<file path="config.mk">
export PLATFORM = sky130hd
export DESIGN_NAME = shift_seq_ctrl_flat
export DESIGN_NICKNAME = d
export VERILOG_FILES = /design/src/rtl/shift_seq_ctrl_pkg.sv /design/src/rtl/shift_seq_ctrl_if.sv /design/src/rtl/shift_seq_ctrl.sv /design/src/flat_wrapper.sv
export SDC_FILE = /design/constraint.sdc
export NUM_CORES = 1
export LEC_CHECK = 0
export ABC_AREA = 0
export CORE_ASPECT_RATIO = 1.2
export CORE_MARGIN = 3
export CORE_UTILIZATION = 38
export DETAILED_ROUTE_END_ITERATION = 8
export PLACE_DENSITY = 0.77
export SLEW_MARGIN = 25
export SYNTH_ARGS = -nofsm -noshare
export SYNTH_HDL_FRONTEND = slang
export SYNTH_SLANG_ARGS = --single-unit
</file>
<file path="constraint.sdc">
create_clock -name i_clk -period 1.91 [get_ports i_clk]
set_clock_uncertainty 0.1 [all_clocks]
set_input_delay 0.382 -clock i_clk [delete_from_list [all_inputs] [get_ports i_clk]]
set_output_delay 0.382 -clock i_clk [all_outputs]
set_load 0.01 [all_outputs]
</file>
<file path="src/rtl/shift_seq_ctrl_pkg.sv">
// rtl/shift_seq_ctrl_pkg.sv - shared constants and state encoding for the shift sequencer
// Purpose : state encoding of the sequencer FSM and the shift-register mode codes it drives.
// Ports   : none (package).
package shift_seq_ctrl_pkg;

  localparam int SEQ_WIDTH = 4;  // default register width
  localparam int SEQ_CNT_W = 3;  // default bit-counter width, >= clog2(WIDTH+1)

  // Mode select codes understood by the universal shift register.
  localparam logic [1:0] SR_HOLD = 2'b00;
  localparam logic [1:0] SR_SHL  = 2'b01;  // shift toward MSB, serial_in_r enters at LSB
  localparam logic [1:0] SR_SHR  = 2'b10;  // shift toward LSB
  localparam logic [1:0] SR_LOAD = 2'b11;

  typedef enum logic [2:0] {
    ST_IDLE     = 3'd0,
    ST_LOAD     = 3'd1,
    ST_SHIFT_TX = 3'd2,
    ST_SHIFT_RX = 3'd3,
    ST_DONE     = 3'd4
  } state_t;

endpackage

</file>
<file path="src/rtl/shift_seq_ctrl_if.sv">
// rtl/shift_seq_ctrl_if.sv - command, serial and result handshakes of the shift sequencer
// Purpose : bundles the four handshake channels (cmd, tx, rx, out) of shift_seq_ctrl.
// Modports: master - the host side (issues commands, sinks tx bits, sources rx bits, takes results)
//           slave  - the sequencer side
interface shift_seq_ctrl_if
  import shift_seq_ctrl_pkg::*;
#(
  parameter int WIDTH = SEQ_WIDTH
);

  logic             cmd_valid;
  logic             cmd_ready;
  logic             cmd_rx;
  logic [WIDTH-1:0] cmd_data;
  logic             tx_bit;
  logic             tx_valid;
  logic             tx_ready;
  logic             rx_bit;
  logic             rx_valid;
  logic             rx_ready;
  logic [WIDTH-1:0] out_data;
  logic             out_valid;
  logic             out_ready;

  modport master (
    output cmd_valid, cmd_rx, cmd_data, tx_ready, rx_bit, rx_valid, out_ready,
    input  cmd_ready, tx_bit, tx_valid, rx_ready, out_data, out_valid
  );

  modport slave (
    input  cmd_valid, cmd_rx, cmd_data, tx_ready, rx_bit, rx_valid, out_ready,
    output cmd_ready, tx_bit, tx_valid, rx_ready, out_data, out_valid
  );

endinterface

</file>
<file path="src/rtl/shift_seq_ctrl.sv">
// rtl/shift_seq_ctrl.sv - sequencer driving a universal shift register for serial TX/RX
// Purpose : TX op loads a word into the shift register and serialises it MSB-first;
//           RX op shifts WIDTH bits in and presents the assembled word.
// Ports   : i_clk              clock, rising edge
//           i_clear            synchronous active-high reset
//           io_bus             cmd/tx/rx/out handshakes (slave side)
//           o_busy             high whenever the FSM is not idle
//           o_sr_s             shift register mode select
//           o_sr_parallel_in   shift register parallel load data
//           o_sr_serial_in_r   shift register serial input (enters at LSB)
//           o_sr_clear_b       shift register active-low clear (combinational ~i_clear)
//           i_sr_parallel_out  shift register contents
//           i_sr_serial_out    shift register MSB
module shift_seq_ctrl
  import shift_seq_ctrl_pkg::*;
#(
  parameter int WIDTH = SEQ_WIDTH,
  parameter int CNT_W = SEQ_CNT_W
) (
  input  logic                 i_clk,
  input  logic                 i_clear,
  shift_seq_ctrl_if.slave      io_bus,
  output logic                 o_busy,
  output logic [1:0]           o_sr_s,
  output logic [WIDTH-1:0]     o_sr_parallel_in,
  output logic                 o_sr_serial_in_r,
  output logic                 o_sr_clear_b,
  input  logic [WIDTH-1:0]     i_sr_parallel_out,
  input  logic                 i_sr_serial_out
);

  state_t             r_state;
  state_t             w_next;
  logic [CNT_W-1:0]   r_cnt;
  logic [CNT_W-1:0]   w_cnt_next;
  logic [CNT_W-1:0]   w_cnt_inc;
  logic               w_last;
  logic [WIDTH-1:0]   r_word;
  logic [WIDTH-1:0]   w_word_next;

  logic               w_cmd_ready;
  logic               w_tx_valid;
  logic               w_tx_bit;
  logic               w_rx_ready;
  logic               w_out_valid;
  logic [WIDTH-1:0]   w_out_data;
  logic [1:0]         w_sr_s;
  logic [WIDTH-1:0]   w_sr_pin;
  logic               w_sr_sin;

  // Counter saturates at WIDTH so a stray extra beat can never wrap it.
  assign w_cnt_inc = (r_cnt == CNT_W'(WIDTH)) ? r_cnt : r_cnt + CNT_W'(1);
  assign w_last    = (r_cnt == CNT_W'(WIDTH - 1));

  always_ff @(posedge i_clk) begin
    if (i_clear) begin
      r_state <= ST_IDLE;
      r_cnt   <= '0;
      r_word  <= '0;
    end else begin
      r_state <= w_next;
      r_cnt   <= w_cnt_next;
      r_word  <= w_word_next;
    end
  end

  always_comb begin
    w_next      = r_state;
    w_cnt_next  = r_cnt;
    w_word_next = r_word;
    w_cmd_ready = 1'b0;
    w_tx_valid  = 1'b0;
    w_tx_bit    = 1'b0;
    w_rx_ready  = 1'b0;
    w_out_valid = 1'b0;
    w_out_data  = '0;
    w_sr_s      = SR_HOLD;
    w_sr_pin    = '0;
    w_sr_sin    = 1'b0;

    unique case (r_state)
      ST_IDLE: begin
        w_cmd_ready = 1'b1;
        if (io_bus.cmd_valid) begin
          if (io_bus.cmd_rx) begin
            w_cnt_next = '0;
            w_next     = ST_SHIFT_RX;
          end else begin
            w_word_next = io_bus.cmd_data;
            w_next      = ST_LOAD;
          end
        end
      end

      ST_LOAD: begin
        w_sr_s     = SR_LOAD;
        w_sr_pin   = r_word;
        w_cnt_next = '0;
        w_next     = ST_SHIFT_TX;
      end

      // The register MSB is the current bit; each accepted beat shifts the
      // next bit into the MSB and back-fills zeros.
      ST_SHIFT_TX: begin
        w_tx_valid = 1'b1;
        w_tx_bit   = i_sr_serial_out;
        if (io_bus.tx_ready) begin
          w_sr_s     = SR_SHL;
          w_cnt_next = w_cnt_inc;
          if (w_last) begin
            w_next = ST_IDLE;
          end
        end
      end

      // Bits enter at the LSB and move up, so the first bit lands in the MSB.
      ST_SHIFT_RX: begin
        w_rx_ready = 1'b1;
        w_sr_sin   = io_bus.rx_bit;
        if (io_bus.rx_valid) begin
          w_sr_s     = SR_SHL;
          w_cnt_next = w_cnt_inc;
          if (w_last) begin
            w_next = ST_DONE;
          end
        end
      end

      ST_DONE: begin
        w_out_valid = 1'b1;
        w_out_data  = i_sr_parallel_out;
        if (io_bus.out_ready) begin
          w_next = ST_IDLE;
        end
      end

      default: begin
        w_next = ST_IDLE;
      end
    endcase
  end

  // While clear is asserted every output is forced low so nothing partial
  // escapes during an abort; the register itself is zeroed through clear_b.
  assign io_bus.cmd_ready  = w_cmd_ready & ~i_clear;
  assign io_bus.tx_valid   = w_tx_valid & ~i_clear;
  assign io_bus.tx_bit     = w_tx_bit & ~i_clear;
  assign io_bus.rx_ready   = w_rx_ready & ~i_clear;
  assign io_bus.out_valid  = w_out_valid & ~i_clear;
  assign io_bus.out_data   = w_out_data & {WIDTH{~i_clear}};
  assign o_busy            = (r_state != ST_IDLE) & ~i_clear;
  assign o_sr_s            = w_sr_s & {2{~i_clear}};
  assign o_sr_parallel_in  = w_sr_pin & {WIDTH{~i_clear}};
  assign o_sr_serial_in_r  = w_sr_sin & ~i_clear;
  assign o_sr_clear_b      = ~i_clear;

endmodule

</file>
<file path="src/flat_wrapper.sv">
// flat-port wrapper written by rule: the top's interface ports become plain ports
module shift_seq_ctrl_flat import shift_seq_ctrl_pkg::*;
#(
  parameter int WIDTH = SEQ_WIDTH,
  parameter int CNT_W = SEQ_CNT_W
)
  (i_clk, i_clear, o_busy, o_sr_s, o_sr_parallel_in, o_sr_serial_in_r, o_sr_clear_b, i_sr_parallel_out, i_sr_serial_out, io_bus_cmd_valid, io_bus_cmd_rx, io_bus_cmd_data, io_bus_tx_ready, io_bus_rx_bit, io_bus_rx_valid, io_bus_out_ready, io_bus_cmd_ready, io_bus_tx_bit, io_bus_tx_valid, io_bus_rx_ready, io_bus_out_data, io_bus_out_valid);
  shift_seq_ctrl_if #(.WIDTH(WIDTH)) io_bus_i ();
  input  logic i_clk;
  input  logic i_clear;
  output logic o_busy;
  output logic [1:0] o_sr_s;
  output logic [WIDTH-1:0] o_sr_parallel_in;
  output logic o_sr_serial_in_r;
  output logic o_sr_clear_b;
  input  logic [WIDTH-1:0] i_sr_parallel_out;
  input  logic i_sr_serial_out;
  input wire logic [$bits(io_bus_i.cmd_valid)-1:0] io_bus_cmd_valid;
  input wire logic [$bits(io_bus_i.cmd_rx)-1:0] io_bus_cmd_rx;
  input wire logic [$bits(io_bus_i.cmd_data)-1:0] io_bus_cmd_data;
  input wire logic [$bits(io_bus_i.tx_ready)-1:0] io_bus_tx_ready;
  input wire logic [$bits(io_bus_i.rx_bit)-1:0] io_bus_rx_bit;
  input wire logic [$bits(io_bus_i.rx_valid)-1:0] io_bus_rx_valid;
  input wire logic [$bits(io_bus_i.out_ready)-1:0] io_bus_out_ready;
  output wire logic [$bits(io_bus_i.cmd_ready)-1:0] io_bus_cmd_ready;
  output wire logic [$bits(io_bus_i.tx_bit)-1:0] io_bus_tx_bit;
  output wire logic [$bits(io_bus_i.tx_valid)-1:0] io_bus_tx_valid;
  output wire logic [$bits(io_bus_i.rx_ready)-1:0] io_bus_rx_ready;
  output wire logic [$bits(io_bus_i.out_data)-1:0] io_bus_out_data;
  output wire logic [$bits(io_bus_i.out_valid)-1:0] io_bus_out_valid;
  assign io_bus_i.cmd_valid = io_bus_cmd_valid;
  assign io_bus_i.cmd_rx = io_bus_cmd_rx;
  assign io_bus_i.cmd_data = io_bus_cmd_data;
  assign io_bus_i.tx_ready = io_bus_tx_ready;
  assign io_bus_i.rx_bit = io_bus_rx_bit;
  assign io_bus_i.rx_valid = io_bus_rx_valid;
  assign io_bus_i.out_ready = io_bus_out_ready;
  assign io_bus_cmd_ready = io_bus_i.cmd_ready;
  assign io_bus_tx_bit = io_bus_i.tx_bit;
  assign io_bus_tx_valid = io_bus_i.tx_valid;
  assign io_bus_rx_ready = io_bus_i.rx_ready;
  assign io_bus_out_data = io_bus_i.out_data;
  assign io_bus_out_valid = io_bus_i.out_valid;
  shift_seq_ctrl #(.WIDTH(WIDTH), .CNT_W(CNT_W)) u_core (.i_clk(i_clk), .i_clear(i_clear), .io_bus(io_bus_i), .o_busy(o_busy), .o_sr_s(o_sr_s), .o_sr_parallel_in(o_sr_parallel_in), .o_sr_serial_in_r(o_sr_serial_in_r), .o_sr_clear_b(o_sr_clear_b), .i_sr_parallel_out(i_sr_parallel_out), .i_sr_serial_out(i_sr_serial_out));
endmodule
</file>
# [Yosys cells after proc, flatten, opt, wreduce, memory -nomap -nowiden]
# Cells that the tools add are included.
[classes] add_sub_neg=1 mul=0 div=0 order_cmp=0 n_eq_ne=13 shifts=0 muxes=25 bitwise=12 reduce_logical=6
[op_table] operator="$mux W3" n=11
[op_table] operator="$pmux W3 S5" n=1
[op_table] operator="$pmux W3 S4" n=1
[op_table] operator="$ne A2 B2 Y1 const B" n=5
[op_table] operator="$eq A3 B2 Y1 const B" n=3
[op_table] operator="$and A4 B4 Y4" n=2
[op_table] operator="$mux W1" n=8
[op_table] operator="$mux W4" n=2
[op_table] operator="$and A1 B1 Y1" n=7
[op_table] operator="$eq A3 B3 Y1 const B" n=2
[op_table] operator="$pmux W2 S3" n=1
[op_table] operator="$reduce_and A6 Y1" n=1
[op_table] operator="$reduce_and A5 Y1" n=1
[op_table] operator="$ne A2 B1 Y1 const B" n=2
[op_table] operator="$reduce_bool A4 Y1" n=1
[op_table] operator="$add A3 B1 Y3 const B" n=1
[op_table] operator="$eq A3 B1 Y1 const B" n=1
[op_table] operator="$logic_not A3 Y1" n=1
[op_table] operator="$reduce_and A3 Y1" n=1
[op_table] operator="$reduce_bool A3 Y1" n=1
[op_table] operator="$and A2 B2 Y2" n=1
[op_table] operator="$mux W2" n=1
[op_table] operator="$not A1 Y1" n=2
[totals] regBits=10 latchBits=0 ramBits=0 rom_bits=0 input_bits=17 output_inout_bits=18 word_cells=60 n_memories=0

# [Logic depth before layout (Yosys ltp)]
[logic_depth] ltp_word=4 ltp_mapped=6 mapped_depth_nobuf=6

# [Worst setup path after synthesis]
# OpenSTA, ideal clock, no wires.
[synth_path] path_kind="in2out" start="in i_clear" end="out io_bus_out_data[0]" arrival_ns=1.247 required_ns=1.428 path_slack_ns=0.181 stages=3 path_buffers=1 path_cell_list="clkbuf_1 > nor3_1 > and2_1"
[synth_between] elab_chain_len=2
[synth_rtl] element="start: declaration" line_no="flat_wrapper.sv:10" rtl="input logic i_clear;"
[synth_rtl] element="$not A1 Y1" line_no="shift_seq_ctrl.sv:150" rtl="assign io_bus.out_data = w_out_data & {WIDTH{~i_clear}};"
[synth_rtl] element="$and A4 B4 Y4" line_no="shift_seq_ctrl.sv:150"
[synth_rtl] element="end: declaration" line_no="flat_wrapper.sv:29" rtl="output wire logic [$bits(io_bus_i.out_data)-1:0] io_bus_out_data;"
# No other way between the ends.

# [Worst setup path in the final report]
[layout_path] start="reg u_core.r_state[1]" end="out o_sr_s[0]"
[layout_between] elab_chain_len=3 word_cells_on_any_way=5 cone_classes="eq/ne (3); mux (1); bitwise (1)"
[layout_rtl] element="start: declaration" line_no="shift_seq_ctrl.sv:32" rtl="state_t r_state;"
[layout_rtl] element="start signal: assignment" line_no="shift_seq_ctrl.sv:61" rtl="r_state <= w_next;"
[layout_rtl] element="$eq A3 B2 Y1 / $eq A3 B1 Y1 (equally long branches)" line_no="shift_seq_ctrl.sv:81" rtl="unique case (r_state)"
[layout_rtl] element="$pmux W2 S3 *" line_no="shift_seq_ctrl.sv:81"
[layout_rtl] element="$and A2 B2 Y2 *" line_no="shift_seq_ctrl.sv:152" rtl="assign o_sr_s = w_sr_s & {2{~i_clear}};"
[layout_rtl] element="end: declaration" line_no="flat_wrapper.sv:12" rtl="output logic [1:0] o_sr_s;"
# Every way passes the cells marked *; elsewhere a longest branch is shown, timed or not.

==> impl_results.rst <==
.. list-table::
   :header-rows: 1

   * - Metric
     - Value
   * - Overflow left after global routing
     - 0
   * - Syn avg cell area
     - 8.17 um2
   * - Static leakage
     - 0.000586 uW
   * - Relative slew slack
     - 79.5%
   * - Hold buffer count at cts
     - 0
   * - Count of different cell masters after synthesis
     - 28
   * - Antenna violations before repair
     - 0
   * - Proportion of power drawn by the clock network
     - 14.2%
   * - Synthesized netlist net count
     - 103
   * - Combinational share of power
     - 57.3%
   * - Run status
     - completed
   * - Reg clk slew, reported paths
     - 0.06 ns
   * - Element type at the critical path start
     - flop
   * - Share of the clock period used by the worst path after layout
     - 95.9%
   * - Root Buffer
     - clkbuf_4
   * - Reg2reg path depth
     - 6
   * - Instance count after placement with tap cells included
     - 150
   * - Area inside the core boundary
     - 0.00166 mm2
   * - Number of instances in the synthesized netlist
     - 83
   * - Number of max-slew violations in the final report
     - 0
   * - Clock buffers created by TritonCTS
     - 3
   * - Cell type contributing the most total cell area after synthesis
     - dfxtp_1
   * - Final ANT Viol Nets
     - 0
   * - Most common cell after layout, fill and taps aside
     - buf_4
   * - Area added between synthesis and finish
     - 77.7%
   * - Worst setup path class
     - reg -> out
   * - Post-route setup TNS
     - 0 ns
   * - Path category of the worst min-delay check
     - reg -> reg
   * - Worst Hold Launch
     - u_core.r_word[2]
   * - Combined global-route utilization of all metal layers
     - 19.2%
   * - Placer congestion estimate
     - 0.774
   * - Fraction of power spent switching nets
     - 35.2%
   * - Detailed-router iteration count before antenna repair
     - 4
   * - Die width
     - 44.6 um
   * - Share of layout cells above drive strength 1
     - 37.2%
   * - Fraction of power consumed by sequential logic
     - 28.5%
   * - Maximum buffer depth of the clock tree
     - 2
   * - Clock tree from TritonCTS
     - built
   * - Clock insertion delay at the later pin of the skew report
     - 0.26 ns
   * - Element type at the critical path end
     - output port
   * - Crit path capture
     - o_sr_s[0]
   * - Worst Path Arrival
     - 1.35 ns
   * - Floorplan die area
     - 0.00233 mm2
   * - Destination of the worst register-to-register timing path
     - u_core.r_state[0]
   * - Beginning of the critical path
     - u_core.r_state[1]
   * - Core Rows
     - 16
   * - Unrepaired setup endpoints after global routing
     - no
   * - Count of vias placed by the detailed router
     - 765
   * - DRC violation total after the first TritonRoute iteration
     - 5
   * - Detailed Route WL
     - 1.99 mm
   * - Time the worst path needs with I/O delays and setup
     - 1.83 ns
   * - Worst setup slack for register-to-register paths
     - 0.12 ns
   * - Initial Util
     - 40.8%
   * - Ratio of routed vias to standard cells
     - 4.94
   * - Req. time, crit path
     - 1.43 ns
   * - Post-layout util
     - 72.5%
   * - H-tree lvl count
     - 1
   * - Sequential cell area fraction in the yosys report
     - 29.5%
   * - Number of top-level pins
     - 35
   * - Ant. Diodes
     - 0
   * - Global-route wire length before repair
     - 3.20 mm
   * - Clock Sink Count
     - 10
   * - # port buffers
     - 34
   * - Number of nets in the layout
     - 159
   * - Final setup fails
     - 0
   * - Average wire per cell in the routed design
     - 12.9 um
   * - FILL cells
     - 137
   * - Internal power
     - 652 uW
   * - Vias in the first global route
     - 755
   * - Reg-to-reg critical path startpoint
     - u_core.r_state[1]
   * - Power density cells
     - 835 mW/mm2
   * - HPWL after DPL
     - 1.56 mm
   * - Number of warnings reported in the yosys synthesis log
     - 0
   * - Non-filler instance count after layout
     - 155
   * - Area share of the largest cell type after synthesis
     - 29.5%
   * - Net switching power
     - 355 uW
   * - Final Hold Vio Count
     - 0
   * - Crit Path Max Fanout
     - 7
   * - Seq cells post-synth
     - 10
   * - Largest vdd supply drop
     - 0.583 mV
   * - Achievable Freq
     - 546 MHz
   * - Highest-count cells in the layout ignoring fill and taps
     - 19 x buf_4, 16 x clkdlybuf4s50_1, 9 x nor2_1, 8 x and2_1, 8 x mux2i_1
   * - Worst hold-check slack
     - 0.386 ns
   * - Maximum number of pins on one net before global-route repair
     - 9
   * - Post-synthesis instance area
     - 678 um2
   * - Max Cap Viol
     - 0
   * - Area contributors post-synth
     - dfxtp_1 30%, mux2i_1 12%, and2_1 9.2%
   * - Floorplan die height
     - 52.3 um
   * - Tightest Pin Transition
     - 0.304 ns
   * - Hold Path Cell Cnt
     - 2
   * - DRC
     - 0
==> per-layer routing <==
layer  part of all wire, %  vias up  track usage (%)  wire length, um
li1                      -      388                -                -
met1                    41      349             21.4              817
met2                    50       23             33.0              995
met3                   6.6        5             2.75              132
met4                   2.3        0             12.6               46
met5                     0        -                0                0
==> cell usage after synthesis (all sizes together) <==
library cell / instances
or4: 1
buf: 3
nor2b: 1
nand2: 6
o21ai: 1
and3: 1
and2: 10
inv: 5
a211oi: 1
nor3: 6
o31ai: 1
ha: 3
mux2i: 8
clkbuf: 1
nand3b: 2
mux2: 2
nor2: 10
nand3: 2
nand2b: 4
nor4: 1
or3: 1
a211o: 1
nor4b: 1
dfxtp: 10
a21oi: 1
==> sequential cells by signal (all words and copies together), names as in the netlist <==
| register | count |
|---|---|
| u_core.r_state | 3 |
| u_core.r_word | 4 |
| u_core.r_cnt | 3 |
==> area by class of cell <==
cell class	instances	area, um2	area share, %
inverters	5	18.8	1.56
repair buffers	55	453	37.6
clock buffers	3	22.5	1.87
multi-input cells	64	479	39.8
well taps	18	22.5	1.87
flip-flops and latches	10	209	17.3
==> critical path, cell delays in order, from the launching register on <==
cell and delay, ns:
dfxtp_4 0.38, buf_6 0.14, buf_6 0.11, inv_2 0.04
o21ai_2 0.07, a211oi_2 0.20, buf_2 0.15
==> how the worst min path moves through the flow <==
stage,endpoint,slack (ns)
after CTS,u_core.r_word[2],0.39
after global placement,u_core.r_cnt[2],0.36
after detailed placement,u_core.r_word[2],0.38
after global routing,u_core.r_cnt[1],0.40
after floorplan,u_core.r_cnt[2],0.35
final,u_core.r_word[2],0.39
==> power groups by stage <==
stage	sequential, uW	clock [uW]	combinational (uW)
4_1_cts	279	148	545
2_1_floorplan	267	0	286
6_report	287	143	576
5_1_grt	292	157	631
3_5_place_dp	289	0	522
3_3_place_gp	288	0	510
==> per-stage QoR <==
stage | setup slack, ns | cell area [um2] | power, uW
2_1_floorplan | 0.181 | 678 | 553
3_3_place_gp | -0.555 | 1160 | 797
3_5_place_dp | -0.595 | 1160 | 811
4_1_cts | 0.0165 | 1190 | 972
5_1_grt | 0.00274 | 1200 | 1080
6_report | 0.0779 | 1200 | 1010
==> kinds of logic after synthesis <==
group / share of synthesized area [%]
adder cells (fa/ha/maj): 5.54
buffers and inverters: 5.90
multiplexers: 15.7
AND/OR/NAND/NOR: 38.4
flip-flops: 29.5
AO/OA/AOI/OAI: 4.98
==> what timing repair did <==
| item | in CTS | in global routing |
|---|---|---|
| gates resized for setup | 46 | 24 |
| pin swaps | 1 | 3 |
| hold endpoints to repair | 0 | 0 |
| gates cloned | 0 | 0 |
| buffers inserted | 2 | 1 |
| setup endpoints to repair | 19 | 11 |
Power figures use the tool's default switching activity.
